File: config.mk
export PLATFORM = sky130hd
export DESIGN_NAME = cpu_ctrl_seq
export DESIGN_NICKNAME = d
export VERILOG_FILES = /design/src/rtl/cpu_ctrl_pkg.sv /design/src/rtl/cpu_ctrl_seq_ring.sv /design/src/rtl/cpu_ctrl_seq.sv
export SDC_FILE = /design/constraint.sdc
export NUM_CORES = 1
export LEC_CHECK = 0
export BUFFER_PORTS_ARGS = -buffer_cell sky130_fd_sc_hd__buf_2
export CAP_MARGIN = 20
export CORE_AREA = 4 4 41 43
export DETAILED_ROUTE_END_ITERATION = 8
export DIE_AREA = 0 0 45 47
export PLACE_DENSITY = 0.86
export SLEW_MARGIN = 20
export SYNTH_ARGS = -nofsm -noshare
export SYNTH_HDL_FRONTEND = slang
export SYNTH_HIERARCHICAL = 1
export SYNTH_SLANG_ARGS = --single-unit
File: constraint.sdc
create_clock -name clk -period 3 [get_ports clk]
set_input_delay 0.45 -clock clk [delete_from_list [all_inputs] [get_ports clk]]
set_output_delay 0.45 -clock clk [all_outputs]
set_load 0.01 [all_outputs]
File: src/rtl/cpu_ctrl_pkg.sv
// Shared constants for the 8-bit CPU control sequencer: opcodes, one-hot
// T-states and control-word bit positions.
package cpu_ctrl_pkg;

    localparam logic [3:0] OP_LDA = 4'b0000;
    localparam logic [3:0] OP_ADD = 4'b0001;
    localparam logic [3:0] OP_SUB = 4'b0010;
    localparam logic [3:0] OP_JMP = 4'b0011;
    localparam logic [3:0] OP_JC  = 4'b0100;
    localparam logic [3:0] OP_JZ  = 4'b0101;
    localparam logic [3:0] OP_OUT = 4'b1110;
    localparam logic [3:0] OP_HLT = 4'b1111;

    localparam int TS_W = 6;

    typedef enum logic [TS_W-1:0] {
        T1 = 6'b000001,
        T2 = 6'b000010,
        T3 = 6'b000100,
        T4 = 6'b001000,
        T5 = 6'b010000,
        T6 = 6'b100000
    } tstate_e;

    localparam int CW_PC_INC   = 0;
    localparam int CW_PC_OUT   = 1;
    localparam int CW_PC_LOAD  = 2;
    localparam int CW_MAR_LOAD = 3;
    localparam int CW_RAM_OUT  = 4;
    localparam int CW_IR_LOAD  = 5;
    localparam int CW_IR_OUT   = 6;
    localparam int CW_A_LOAD   = 7;
    localparam int CW_A_OUT    = 8;
    localparam int CW_B_LOAD   = 9;
    localparam int CW_OUT_LOAD = 10;
    localparam int CW_ALU_OUT  = 11;
    localparam int CW_ALU_CUT  = 12;
    localparam int CW_W        = 13;

    typedef logic [CW_W-1:0] ctrl_word_t;

endpackage

File: src/rtl/cpu_ctrl_seq_ring.sv
// ctrl_ring_counter: six-state one-hot T-state ring with synchronous reset,
// run enable and a freeze input that pins the current state (used for halt).
module ctrl_ring_counter
    import cpu_ctrl_pkg::*;
(
    input  logic            clk,
    input  logic            rst,
    input  logic            en,
    input  logic            freeze,
    output logic [TS_W-1:0] tstate
);

    always_ff @(posedge clk) begin
        if (rst)
            tstate <= T1;
        else if (en && !freeze)
            tstate <= {tstate[TS_W-2:0], tstate[TS_W-1]};
    end

endmodule

File: src/rtl/cpu_ctrl_seq.sv
// Control sequencer for the 8-bit CPU: T-state ring plus opcode decoder.
// Define CTRL_JMP_EN to add JMP/JC/JZ and the carry/zero flag register.
module cpu_ctrl_seq
    import cpu_ctrl_pkg::*;
#(
    parameter int OP_W = 4
) (
    input  logic            clk,
    input  logic            rst,
    input  logic [OP_W-1:0] ctrl_op,
    input  logic            ctrl_run,
    input  logic            alu_cy,
    input  logic            alu_z,
    output logic            ctrl_pc_inc,
    output logic            ctrl_pc_out,
    output logic            ctrl_pc_load,
    output logic            ctrl_mar_load,
    output logic            ctrl_ram_out,
    output logic            ctrl_ir_load,
    output logic            ctrl_ir_out,
    output logic            ctrl_a_load,
    output logic            ctrl_a_out,
    output logic            ctrl_b_load,
    output logic            ctrl_out_load,
    output logic            alu_out,
    output logic            alu_cut,
    output logic            ctrl_halt,
    output logic [5:0]      ctrl_tstate,
    output logic            ctrl_flag_cy,
    output logic            ctrl_flag_z
);

    logic [TS_W-1:0] tstate;
    logic            halt_q;
    logic            active;
    logic            hlt_now;
    ctrl_word_t      cw;

    logic is_lda, is_add, is_sub, is_out, is_hlt;
    assign is_lda = (ctrl_op == OP_W'(OP_LDA));
    assign is_add = (ctrl_op == OP_W'(OP_ADD));
    assign is_sub = (ctrl_op == OP_W'(OP_SUB));
    assign is_out = (ctrl_op == OP_W'(OP_OUT));
    assign is_hlt = (ctrl_op == OP_W'(OP_HLT));

    // Controls are only live when running, out of reset and not halted.
    assign active  = !rst && ctrl_run && !halt_q;
    assign hlt_now = active && (tstate == T4) && is_hlt;

    ctrl_ring_counter u_ring (
        .clk    (clk),
        .rst    (rst),
        .en     (ctrl_run),
        .freeze (halt_q | hlt_now),
        .tstate (tstate)
    );

    always_ff @(posedge clk) begin
        if (rst)
            halt_q <= 1'b0;
        else if (hlt_now)
            halt_q <= 1'b1;
    end

`ifdef CTRL_JMP_EN
    logic flag_cy, flag_z;
    logic is_jmp, is_jc, is_jz, jmp_take;
    assign is_jmp   = (ctrl_op == OP_W'(OP_JMP));
    assign is_jc    = (ctrl_op == OP_W'(OP_JC));
    assign is_jz    = (ctrl_op == OP_W'(OP_JZ));
    assign jmp_take = is_jmp || (is_jc && flag_cy) || (is_jz && flag_z);

    // Flags update on the advancing edge out of ADD/SUB T6 only.
    always_ff @(posedge clk) begin
        if (rst) begin
            flag_cy <= 1'b0;
            flag_z  <= 1'b0;
        end else if (active && (tstate == T6) && (is_add || is_sub)) begin
            flag_cy <= alu_cy;
            flag_z  <= alu_z;
        end
    end
`else
    logic flag_cy, flag_z;
    logic unused_alu_flags;
    assign flag_cy          = 1'b0;
    assign flag_z           = 1'b0;
    assign unused_alu_flags = alu_cy ^ alu_z;
`endif

    always_comb begin
        cw = '0;
        case (tstate)
            T1: begin
                cw[CW_PC_OUT]   = 1'b1;
                cw[CW_MAR_LOAD] = 1'b1;
            end
            T2: cw[CW_PC_INC] = 1'b1;
            T3: begin
                cw[CW_RAM_OUT] = 1'b1;
                cw[CW_IR_LOAD] = 1'b1;
            end
            T4: begin
                if (is_lda || is_add || is_sub) begin
                    cw[CW_IR_OUT]   = 1'b1;
                    cw[CW_MAR_LOAD] = 1'b1;
                end else if (is_out) begin
                    cw[CW_A_OUT]    = 1'b1;
                    cw[CW_OUT_LOAD] = 1'b1;
                end
`ifdef CTRL_JMP_EN
                else if (jmp_take) begin
                    cw[CW_IR_OUT]  = 1'b1;
                    cw[CW_PC_LOAD] = 1'b1;
                end
`endif
            end
            T5: begin
                if (is_lda) begin
                    cw[CW_RAM_OUT] = 1'b1;
                    cw[CW_A_LOAD]  = 1'b1;
                end else if (is_add || is_sub) begin
                    cw[CW_RAM_OUT] = 1'b1;
                    cw[CW_B_LOAD]  = 1'b1;
                end
            end
            T6: begin
                if (is_add || is_sub) begin
                    cw[CW_ALU_OUT] = 1'b1;
                    cw[CW_A_LOAD]  = 1'b1;
                    cw[CW_ALU_CUT] = is_sub;
                end
            end
            default: cw = '0;
        endcase
        if (!active)
            cw = '0;
    end

    assign ctrl_pc_inc   = cw[CW_PC_INC];
    assign ctrl_pc_out   = cw[CW_PC_OUT];
    assign ctrl_pc_load  = cw[CW_PC_LOAD];
    assign ctrl_mar_load = cw[CW_MAR_LOAD];
    assign ctrl_ram_out  = cw[CW_RAM_OUT];
    assign ctrl_ir_load  = cw[CW_IR_LOAD];
    assign ctrl_ir_out   = cw[CW_IR_OUT];
    assign ctrl_a_load   = cw[CW_A_LOAD];
    assign ctrl_a_out    = cw[CW_A_OUT];
    assign ctrl_b_load   = cw[CW_B_LOAD];
    assign ctrl_out_load = cw[CW_OUT_LOAD];
    assign alu_out       = cw[CW_ALU_OUT];
    assign alu_cut       = cw[CW_ALU_CUT];

    assign ctrl_halt    = halt_q;
    assign ctrl_tstate  = tstate;
    assign ctrl_flag_cy = flag_cy;
    assign ctrl_flag_z  = flag_z;

endmodule
==> run summary <==
area added between synthesis and finish: 23.4%
Final Slew Violations: 0
unrepaired setup endpoints after global routing: false
WP data required: 2.55 ns
GRT Total Usage: 0.160
fraction of synthesized cell area taken by the top area cell type: 0.238
fraction of power spent switching nets: 0.275
Setup CP Type: register to primary output
half-perimeter wire length after placement: 1.11 mm
number of H-tree levels: 1
count of synthesis-stage warnings from yosys: 6
main combinational cell family by area after synthesis: simple AND/OR/NAND/NOR gates
Max Fclk: 502 MHz
mapped cell area: 588 um2
Placement Rows: 13
DRC: 0
data arrival time of the critical path: 1.54 ns
Hold WC Path Type: primary input to register
sequential-to-total area share from yosys stat: 0.238
flip-flop and latch count after synthesis: 7
share of layout cells above drive strength 1: 0.368
clock latency on the worst-skew pair: 0.24 ns
total of fill cells in the finished design: 136
number of vias after detailed routing: 598
DRT iter0 DRCs: 11
post-CTS setup buffer count: 0
share of the synthesized area in compound gates (AO/OA/AOI/OAI): 0.0447
CTS-repair resized insts: 0
portion of the clock cycle consumed by the worst path in the final layout: 0.664
power density over the cells: 318 nW/um2
gate count of the mapped netlist: 70
die span in x: 45 um
CP Capture Type: primary output
smallest hold slack: 0.509 ns
clock input transition at the sequential cells of the worst setup and hold paths: 0.05 ns
Final GP Congestion: 0.802
switching power total: 0.0633 mW
Vert. Die Dim: 47 um
worst voltage drop across the vdd grid: 0.206 mV
TritonCTS clock tree: built
Lkg Pwr: 0.346 nW
# hold bufs at CTS: 0
Vias per Instance: 5.44
most numerous cell types in the synthesized netlist: nand2b_1, nor2_1, dfxtp_1, mux2i_1
Int Pwr: 0.167 mW
number of antenna violations at the first check in global routing: 0
cell type contributing the most total cell area after synthesis: dfxtp_1
clock network power share: 0.353
core area: 1300 um2
setup violation total in the final timing report: 0
clock root buffer master: clkbuf_4
parity-gate share of the synthesized area counting xor and xnor cells: 0.0149
cts bufs inserted: 3
Port Buf Inserts: 25
maximum count of clock buffers along a single path: 2
post-synthesis share of cell area spent on and, or, nand and nor gates: 0.536
Mean Syn Cell Area: 8.40 um2
grt ovf: 0
Hold Vio Cnt, Final: 0
Primary FF master, synth: dfxtp_1
top post-synthesis cells by area: dfxtp_1, mux2i_1, nand2b_1
portion of total power attributed to combinational logic: 0.199
routed wire length per instance: 12.9 um
post-route minimum period: 1.99 ns
sequential power share: 0.447
final clock skew: 0.00204 ns
number of I/O pins: 31
CTS sink count: 7
ANT nets after route: 0
vias in the first global route: 575
area used by multi-input combinational logic: 412 um2
CP max FO: 7
max capacitance violation total: 0
register area: 140 um2
Die Area: 2120 um2
startpoint type of the worst setup path: register
first-pass iteration count of the detailed router: 4
# nets final: 105
Antenna Diode Count: 0
status: completed
count of cell types in the netlist: 30
maximum number of pins on one net before global-route repair: 13
wire length of the first global-routing pass: 2.49 mm
number of flops mapped to enable cells by yosys: 0
proportion of register bits with asynchronous set or reset after synthesis: 0
setup_tns: 0 ns
Final Util: 0.558
mux contribution to synthesized area: 0.0851
drt total wl: 1.42 mm
initial cell density of the core: 0.452
adder-cell share of the synthesized area: 0
registers in the layout, indices dropped and copies added (netlist names):
signal         count
u_ring/tstate      6
ctrl_halt          1
worst paths after layout:
check	from	end	slack [ns]	cells past startpoint
worst max-delay path	u_ring/tstate[0]$_SDFFE_PP1P_	ctrl_out_load	1.01	4
worst min-delay path	rst	ctrl_halt$_SDFFE_PP0P_	0.51	2
worst max register to register	u_ring/tstate[2]$_SDFFE_PP0P_	u_ring/tstate[4]$_SDFFE_PP0P_	1.50	4
worst min register to register	u_ring/tstate[0]$_SDFFE_PP1P_	u_ring/tstate[1]$_SDFFE_PP0P_	0.60	2
placed cells by master (no fill, tap or decap):
cell and n:
nor3_1 4, nor4_1 2, nand4bb_1 1, nor2b_1 2, nor3b_1 1, nor4_2 1
nor3b_4 1, a21oi_1 1, a31oi_1 1, clkbuf_4 3, dfxtp_1 7, nor2_1 8
a41o_1 1, and2_1 1, nand2_1 4, nor4b_2 2, mux2i_1 5, inv_1 1
o21ai_1 1, buf_2 25, xnor2_1 1, and2b_4 1, nand2b_1 8, conb_1 3
nor4bb_1 2, clkbuf_1 1, nand3_1 3, nor4b_1 1, and4b_1 1, nor3_2 1
nand4b_2 1
critical path, cell delays in order, from the launching register on:
cell     delay (ns)
dfxtp_1        0.37
nor4_2         0.32
nand2_1        0.15
nor4b_2        0.27
buf_2          0.18
per-stage QoR:
stage               instance area, um2  worst slack [ns]  power [mW]  std cells
floorplan                          596              1.19       0.136         72
global placement                   699              1.10       0.148        106
detailed placement                 699              1.05       0.151        106
CTS                                726             0.987       0.235        110
global route                       726             0.875       0.248        110
finish                             726              1.01       0.231        110
power groups by stage:
stage | Clock, mW | Combinational [mW] | Sequential (mW)
floorplan | 0 | 0.0318 | 0.105
global placement | 0 | 0.0440 | 0.104
detailed placement | 0 | 0.0458 | 0.105
CTS | 0.0862 | 0.0459 | 0.103
global route | 0.0923 | 0.0513 | 0.104
finish | 0.0815 | 0.0459 | 0.103
kinds of logic after synthesis:
logic type,after synthesis
DFF,7
muxes,5
and+or+nand+nor,45
other,1
AOI/OAI and AO/OA,4
xor gates and xnor gates,1
buffers and inverters,7
routing by layer:
metal | up-vias | global-route usage | wire length (um)
li1 | 299 | - | -
met1 | 276 | 0.198 | 598
met2 | 21 | 0.260 | 705
met3 | 2 | 0.0153 | 96
met4 | 0 | 0.117 | 17
met5 | - | 0 | 0
layout make-up:
| type | count | share of cell area |
|---|---|---|
| Tap cell | 15 | 0.0259 |
| Inverter | 1 | 0.00517 |
| Multi-Input combinational cell | 58 | 0.567 |
| Timing Repair Buffer | 25 | 0.172 |
| Clock buffer | 4 | 0.0362 |
| Sequential cell | 7 | 0.193 |
No activity file was read; power rests on OpenSTA's default activity.
